<file path="src/rtl/ebr_stream_fifo_if.sv">
// Stream and RAM-port bundle for ebr_stream_fifo.
// slave: the FIFO controller side. master: the producer/consumer/RAM side.
interface ebr_stream_fifo_if #(
  parameter int unsigned DATA_W = 16,
  parameter int unsigned ADDR_W = 10
);
  // Input stream
  logic              in_valid;
  logic              in_ready;
  logic [DATA_W-1:0] in_data;

  // Output stream (first-word-fall-through)
  logic              out_valid;
  logic              out_ready;
  logic [DATA_W-1:0] out_data;

  // Occupancy: RAM + in-flight read + output buffer
  logic [ADDR_W+1:0] level;

  // EBR write port
  logic              ram_we;
  logic [12:0]       ram_waddr;
  logic [DATA_W-1:0] ram_wdata;
  logic [DATA_W-1:0] ram_mask;

  // EBR read port
  logic              ram_re;
  logic [12:0]       ram_raddr;
  logic [DATA_W-1:0] ram_rdata;

  modport slave (
    input  in_valid, in_data, out_ready, ram_rdata,
    output in_ready, out_valid, out_data, level,
           ram_we, ram_waddr, ram_wdata, ram_mask, ram_re, ram_raddr
  );

  modport master (
    output in_valid, in_data, out_ready, ram_rdata,
    input  in_ready, out_valid, out_data, level,
           ram_we, ram_waddr, ram_wdata, ram_mask, ram_re, ram_raddr
  );
endinterface

</file>
<file path="src/rtl/ebr_stream_fifo.sv">
// FIFO controller wrapped around one 1024x16 EBR (write mode 0 / read mode 0).
// The RAM holds the bulk of the data; a 2-entry output buffer absorbs the RAM's
// one-cycle registered read latency and presents a first-word-fall-through stream.
// Optional feature: define EBR_STREAM_FIFO_FLUSH_EN to add a synchronous flush input.
module ebr_stream_fifo #(
  parameter int unsigned DATA_W = 16,
  parameter int unsigned ADDR_W = 10
) (
  input logic              clk,
  input logic              resetn,
`ifdef EBR_STREAM_FIFO_FLUSH_EN
  input logic              flush,
`endif
  ebr_stream_fifo_if.slave bus
);

  localparam int unsigned CntW = ADDR_W + 1;
  localparam int unsigned LvlW = ADDR_W + 2;

  localparam logic [ADDR_W-1:0] PtrOne  = ADDR_W'(1);
  localparam logic [CntW-1:0]   CntOne  = CntW'(1);
  localparam logic [CntW-1:0]   CntFull = CntW'(1) << ADDR_W;

  typedef enum logic [1:0] {
    StEmpty,
    StOne,
    StTwo
  } obuf_state_e;

  // Clear request: acts like reset on all state (RAM contents untouched).
  logic flush_w;
`ifdef EBR_STREAM_FIFO_FLUSH_EN
  assign flush_w = flush;
`else
  assign flush_w = 1'b0;
`endif

  logic [ADDR_W-1:0] wptr_q, wptr_d;
  logic [ADDR_W-1:0] rptr_q, rptr_d;
  logic [CntW-1:0]   cnt_q, cnt_d;
  logic              inflight_q, inflight_d;
  obuf_state_e       state_q, state_d;
  logic [DATA_W-1:0] head_q, head_d;
  logic [DATA_W-1:0] tail_q, tail_d;

  logic       in_ready;
  logic       out_valid;
  logic       pop;
  logic       capture;
  logic       wr_en;
  logic       rd_en;
  logic [1:0] obuf_cnt;
  logic [2:0] occ;

  assign in_ready  = (cnt_q != CntFull);
  assign out_valid = (state_q != StEmpty);
  assign pop       = out_valid && bus.out_ready;
  assign capture   = inflight_q;

  // Output buffer occupancy decoded from the FSM state
  always_comb begin
    obuf_cnt = 2'd0;
    unique case (state_q)
      StOne:   obuf_cnt = 2'd1;
      StTwo:   obuf_cnt = 2'd2;
      default: obuf_cnt = 2'd0;
    endcase
  end

  // Words that will sit in the buffer after this edge if no new read is issued
  assign occ = {1'b0, obuf_cnt} + {2'b00, inflight_q} - {2'b00, pop};

  // Gated by reset/flush so nothing reaches the RAM while being cleared
  assign wr_en = resetn && !flush_w && bus.in_valid && in_ready;
  // cnt_q only counts writes already committed, so a read never hits this cycle's write address
  assign rd_en = resetn && !flush_w && (cnt_q != '0) && (occ < 3'd2);

  // Pointer, RAM count and in-flight tracking
  always_comb begin
    wptr_d     = wptr_q;
    rptr_d     = rptr_q;
    cnt_d      = cnt_q;
    inflight_d = rd_en;
    if (wr_en) begin
      wptr_d = wptr_q + PtrOne;
    end
    if (rd_en) begin
      rptr_d = rptr_q + PtrOne;
    end
    unique case ({wr_en, rd_en})
      2'b10:   cnt_d = cnt_q + CntOne;
      2'b01:   cnt_d = cnt_q - CntOne;
      default: cnt_d = cnt_q;
    endcase
  end

  // Output buffer FSM: head is the presented word, tail the second entry
  always_comb begin
    state_d = state_q;
    head_d  = head_q;
    tail_d  = tail_q;
    unique case (state_q)
      StEmpty: begin
        if (capture) begin
          state_d = StOne;
          head_d  = bus.ram_rdata;
        end
      end
      StOne: begin
        if (capture && !pop) begin
          state_d = StTwo;
          tail_d  = bus.ram_rdata;
        end else if (pop && !capture) begin
          state_d = StEmpty;
        end else if (pop && capture) begin
          head_d = bus.ram_rdata;
        end
      end
      StTwo: begin
        // Capture here is unreachable; still handled without losing order
        if (pop) begin
          head_d = tail_q;
          if (capture) begin
            tail_d = bus.ram_rdata;
          end else begin
            state_d = StOne;
          end
        end
      end
      default: begin
        state_d = StEmpty;
      end
    endcase
  end

  // State registers with synchronous reset; flush clears identically
  always_ff @(posedge clk) begin
    if (!resetn || flush_w) begin
      wptr_q     <= '0;
      rptr_q     <= '0;
      cnt_q      <= '0;
      inflight_q <= 1'b0;
      state_q    <= StEmpty;
      head_q     <= '0;
      tail_q     <= '0;
    end else begin
      wptr_q     <= wptr_d;
      rptr_q     <= rptr_d;
      cnt_q      <= cnt_d;
      inflight_q <= inflight_d;
      state_q    <= state_d;
      head_q     <= head_d;
      tail_q     <= tail_d;
    end
  end

  assign bus.in_ready  = in_ready;
  assign bus.out_valid = out_valid;
  assign bus.out_data  = head_q;
  assign bus.level     = LvlW'(cnt_q) + LvlW'(inflight_q) + LvlW'(obuf_cnt);

  assign bus.ram_we    = wr_en;
  assign bus.ram_waddr = 13'(wptr_q);
  assign bus.ram_wdata = bus.in_data;
  assign bus.ram_mask  = '0;
  assign bus.ram_re    = rd_en;
  assign bus.ram_raddr = 13'(rptr_q);

  // A capture into a full buffer would drop a word; read-issue rules must prevent it
  assert property (@(posedge clk) disable iff (!resetn) !(capture && (state_q == StTwo)))
    else $error("ebr_stream_fifo: read data captured while output buffer full");

endmodule

</file>
<file path="src/flat_wrapper.sv">
// flat-port wrapper written by rule: the top's interface ports become plain ports
module ebr_stream_fifo_flat 
#(
  parameter int unsigned DATA_W = 16,
  parameter int unsigned ADDR_W = 10
)
  (clk, resetn, bus_in_valid, bus_in_data, bus_out_ready, bus_ram_rdata, bus_in_ready, bus_out_valid, bus_out_data, bus_level, bus_ram_we, bus_ram_waddr, bus_ram_wdata, bus_ram_mask, bus_ram_re, bus_ram_raddr);
  ebr_stream_fifo_if #(.DATA_W(DATA_W), .ADDR_W(ADDR_W)) bus_i ();
  input logic clk;
  input logic resetn;
  input wire logic [$bits(bus_i.in_valid)-1:0] bus_in_valid;
  input wire logic [$bits(bus_i.in_data)-1:0] bus_in_data;
  input wire logic [$bits(bus_i.out_ready)-1:0] bus_out_ready;
  input wire logic [$bits(bus_i.ram_rdata)-1:0] bus_ram_rdata;
  output wire logic [$bits(bus_i.in_ready)-1:0] bus_in_ready;
  output wire logic [$bits(bus_i.out_valid)-1:0] bus_out_valid;
  output wire logic [$bits(bus_i.out_data)-1:0] bus_out_data;
  output wire logic [$bits(bus_i.level)-1:0] bus_level;
  output wire logic [$bits(bus_i.ram_we)-1:0] bus_ram_we;
  output wire logic [$bits(bus_i.ram_waddr)-1:0] bus_ram_waddr;
  output wire logic [$bits(bus_i.ram_wdata)-1:0] bus_ram_wdata;
  output wire logic [$bits(bus_i.ram_mask)-1:0] bus_ram_mask;
  output wire logic [$bits(bus_i.ram_re)-1:0] bus_ram_re;
  output wire logic [$bits(bus_i.ram_raddr)-1:0] bus_ram_raddr;
  assign bus_i.in_valid = bus_in_valid;
  assign bus_i.in_data = bus_in_data;
  assign bus_i.out_ready = bus_out_ready;
  assign bus_i.ram_rdata = bus_ram_rdata;
  assign bus_in_ready = bus_i.in_ready;
  assign bus_out_valid = bus_i.out_valid;
  assign bus_out_data = bus_i.out_data;
  assign bus_level = bus_i.level;
  assign bus_ram_we = bus_i.ram_we;
  assign bus_ram_waddr = bus_i.ram_waddr;
  assign bus_ram_wdata = bus_i.ram_wdata;
  assign bus_ram_mask = bus_i.ram_mask;
  assign bus_ram_re = bus_i.ram_re;
  assign bus_ram_raddr = bus_i.ram_raddr;
  ebr_stream_fifo #(.DATA_W(DATA_W), .ADDR_W(ADDR_W)) u_core (.clk(clk), .resetn(resetn), .bus(bus_i));
endmodule
</file>
<file path="config.mk">
export PLATFORM = sky130hd
export DESIGN_NAME = ebr_stream_fifo_flat
export DESIGN_NICKNAME = d
export VERILOG_FILES = /design/src/rtl/ebr_stream_fifo_if.sv /design/src/rtl/ebr_stream_fifo.sv /design/src/flat_wrapper.sv
export SDC_FILE = /design/constraint.sdc
export NUM_CORES = 1
export LEC_CHECK = 0
export ABC_AREA = 1
export BUFFER_PORTS_ARGS = -buffer_cell sky130_fd_sc_hd__buf_2
export CORE_MARGIN = 1.5
export CORE_UTILIZATION = 45
export DETAILED_ROUTE_END_ITERATION = 6
export PLACE_DENSITY = 0.73
export SYNTH_ARGS = -nofsm -noshare
export SYNTH_HDL_FRONTEND = slang
export SYNTH_SLANG_ARGS = --single-unit
</file>
<file path="constraint.sdc">
create_clock -name clk -period 3.35 [get_ports clk]
set_clock_uncertainty 0.1 [all_clocks]
set_input_delay 0.5025 -clock clk [delete_from_list [all_inputs] [get_ports clk]]
set_output_delay 0.5025 -clock clk [all_outputs]
set_load 0.005 [all_outputs]
</file>
==> results.tsv <==
stage	metric	value	unit
finish	non-filler cells, final	800	
critical_path	CP Launch Point	u_core.state_q[0]	
sta	Final Cycle Share	0.954	
clock_network	clock-pin slew on the worst setup and hold paths	80	ps
route	Residual DRC	0	
yosys	Post-Synthesis Cells	615	
critical_path	crit-path max FO	6	
clock_network	clock latency on the worst-skew pair	350	ps
floorplan	initial core utilization	0.469	
sta	Final Max Slew Viols	0	
critical_path	Worst Reg-to-Reg Cells	24	
global_route	initial antenna violation count	0	
critical_path	WS Path Type	register to register	
status	status	finished clean	
placement	dpl cell area	0.00448	mm^2
yosys	Synth Warn #	0	
sta	Hold Slack	292	ps
placement	IO Port Bufs	71	
power_and_ir_drop	Max IR drop VDD	0.376	mV
clock_network	CTS max path bufs	2	
critical_path	critical path's largest stage delay	540	ps
critical_path	CP delay by family, top	adder cells	
critical_path	Worst Setup EP	u_core.cnt_q[10]	
route	Initial DRC Count	137	
critical_path	startpoint class of the critical path	register	
yosys	flops & latches, synth	66	
critical_path	crit-path cells	nor2_4 > nor2_4 > inv_2 > ha_1 > inv_1 > nand2_1 > fa_2 > o21ai_2 > nor2_2 > nand2_2 > inv_2 > ha_4 > buf_12 > ha_4 > nand2_2 > inv_1 > nand2_1 > nand2_1 > nand2_2 > nand3_1 > nand2_1 > nand3_1 > nand2_1 > inv_1	
floorplan	die area	0.00980	mm^2
finish	Area Growth Syn to Fin	17.5	%
sta	Worst slew margin	0.644	
floorplan	Die Ht	99.0	um
route	drt pass-1 iters	6	
placement	Cells after DPL	780	
yosys	register area share after synthesis	0.318	
clock_network	clock sinks	66	
sta	Worst Tran Pin Value	533	ps
global_route	GRT Residual Overflow	0	
route	Via Count	3966	
clock_network	hold_buf cts	0	
critical_path	crit path DAT	3340	ps
clock_network	TritonCTS Buffers	9	
critical_path	R2R Setup Slk	160	ps
finish	Final Util	0.551	
yosys	synthesized area	0.00415	mm^2
critical_path	RR Endpoint	u_core.cnt_q[10]	
critical_path	Critical Path RT	3490	ps
power_and_ir_drop	static leakage	2.44	nW
global_route	largest net degree at the start of global routing	34	
run	Max Cap Viol	0	
min_path	HP Class	input pin to register	
critical_path	CP Depth	24	
finish	layout cells sized above 1	0.244	
floorplan	core area	0.00885	mm^2
clock_network	CTS tree	done	
route	via/cell ratio	4.96	
floorplan	Site Rows	34	
finish	nets	741	
route	Antenna Violating Nets Remaining	0	
placement	DP HPWL	6710	um
power_and_ir_drop	PD cells	839	mW/mm^2
critical_path	cell mode on critical path	nand2_1	
clock_network	CTS root buf	clkbuf_8	
sta	RSZ-0062 raised after global routing	true	
sta	Final Hold Vio Count	0	
sta	Fmax	0.313	GHz
critical_path	Setup crit end kind	register	
global_route	vias in the first global route	3598	
floorplan	die extent in x	99.0	um
sta	final setup fails	0	
yosys	Distinct cells, synth	34	
route	routed len/inst	12.1	um
critical_path	buffers plus inverters on the worst setup path	6	
finish	# diodes	0	
floorplan	Ports	126	
critical_path	CP max-delay cell	fa_2	
global_route	All-Layer GR Usage	0.191	
placement	gp weighted congestion	0.895	
critical_path	Reg2Reg Launch Point	u_core.state_q[0]	
global_route	first-pass GRT wire length	15500	um
min_path	hold path depth	3	
power_and_ir_drop	total design power	4.09	mW
yosys	Mapped Avg Cell Area	6.75	um^2
finish	cell area after layout	0.00487	mm^2
route	Post-Route WL	9680	um
clock_network	H-Tree Depth	3	
sta	min Tclk post-route	3190	ps
layout make-up:
cell class | instances | area (um^2)
clock inverter | 6 | 66.3
clock buffer | 10 | 138
sequential | 66 | 1330
inverter | 62 | 238
tap | 108 | 135
fill | 840 | 3980
multi-input combinational | 454 | 2430
timing repair buffer | 94 | 544
routing by layer:
metal | part of all wire | wire length (um) | up-vias | GRT usage
met1 | 0.44 | 4280 | 1814 | 0.229
met3 | 0.050 | 484 | 22 | 0.0319
met5 | 0 | 0 | - | 0
li1 | - | - | 2018 | -
met2 | 0.49 | 4700 | 112 | 0.335
met4 | 0.022 | 216 | 0 | 0.0868
where the power goes:
group	internal [mW]	total [mW]	leakage [nW]	switching [mW]
sequential	0.987	1.16	0.542	0.178
combinational	0.950	2.23	1.80	1.28
clock	0.364	0.695	0.0945	0.331
total	2.30	4.09	2.44	1.79
tightest hold or removal path, cell delays in order:
cell	delay [ps]
buf_2	80
nor2_1	40
nor2_1	80
placed cells by master, fill, tap and decap left out, drive strengths merged:
cell type  instances
clkbuf            10
dfxtp             66
bufinv             1
nand3b             1
nor2             100
conb              22
inv               62
clkinvlp           3
a21o               2
nand4              4
xnor2              2
clkinv             2
buf               94
ha                14
o22ai              1
a21oi             34
xor2              24
nand3             30
nor3               7
fa                 4
o21ai             45
nand2            164
worst min-delay path by stage:
stage                           start                end  slack [ps]
floorplan            u_core.tail_q[7]   u_core.tail_q[7]         330
global placement     u_core.tail_q[7]   u_core.tail_q[7]         340
detailed placement   u_core.tail_q[8]   u_core.tail_q[8]         350
CTS                 bus_ram_rdata[15]  u_core.tail_q[15]         270
global route         bus_ram_rdata[3]   u_core.tail_q[3]         310
finish              bus_ram_rdata[15]  u_core.tail_q[15]         290
through the flow:
stage               setup slack [ps]  TNS (ps)
global route                   -78.3      -138
global placement               -10.5     -25.8
detailed placement              -120      -668
finish                           156         0
CTS                             76.8         0
floorplan                       47.3         0
cells by family after synthesis:
logic type,after synthesis,synth area share
compound gates,82,0.106
xor+xnor,26,0.0549
fa+ha+maj,18,0.0615
buf+inv,116,0.151
flops,66,0.318
other cells,1,0.000904
simple gates,306,0.307
Yosys cell counts:
cell type / count / share of area
nand4_1: 4 / 0.0060
nor3_2: 2 / 0.0048
o21ai_1: 20 / 0.024
o21ai_0: 23 / 0.028
ha_1: 14 / 0.042
buf_2: 3 / 0.0036
xor2_1: 24 / 0.051
nand3b_1: 1 / 0.0018
a21oi_1: 32 / 0.039
conb_1: 1 / 0.00090
o21ai_2: 1 / 0.0021
buf_8: 1 / 0.0036
inv_1: 52 / 0.047
nand2_2: 3 / 0.0045
xnor2_1: 2 / 0.0042
a21oi_2: 2 / 0.0042
dfxtp_1: 66 / 0.32
nand2_1: 160 / 0.14
o21ai_4: 1 / 0.0039
nand2_4: 1 / 0.0027
buf_4: 40 / 0.072
buf_1: 1 / 0.00090
nor2_1: 86 / 0.078
nor2_2: 13 / 0.020
fa_1: 4 / 0.019
a21o_1: 2 / 0.0036
nand3_1: 30 / 0.036
inv_6: 1 / 0.0021
nor3_1: 5 / 0.0060
nor2_4: 1 / 0.0027
inv_2: 9 / 0.0081
clkbuf_1: 6 / 0.0054
o22ai_1: 1 / 0.0015
buf_6: 3 / 0.0081
state kept, by name, indices dropped and copies added (netlist names):
signal and count:
u_core.tail_q 16, u_core.state_q 2, u_core.rptr_q 10, u_core.cnt_q 11, u_core.wptr_q 10, u_core.bus.out_data 16, u_core.capture 1
what timing repair did:
item                                    CTS  global route
buffers inserted                          0             4
resized for setup                         0            32
endpoints found under the hold margin     0             0
endpoints found under the setup margin    0             8
No activity file was read; power rests on OpenSTA's default activity.
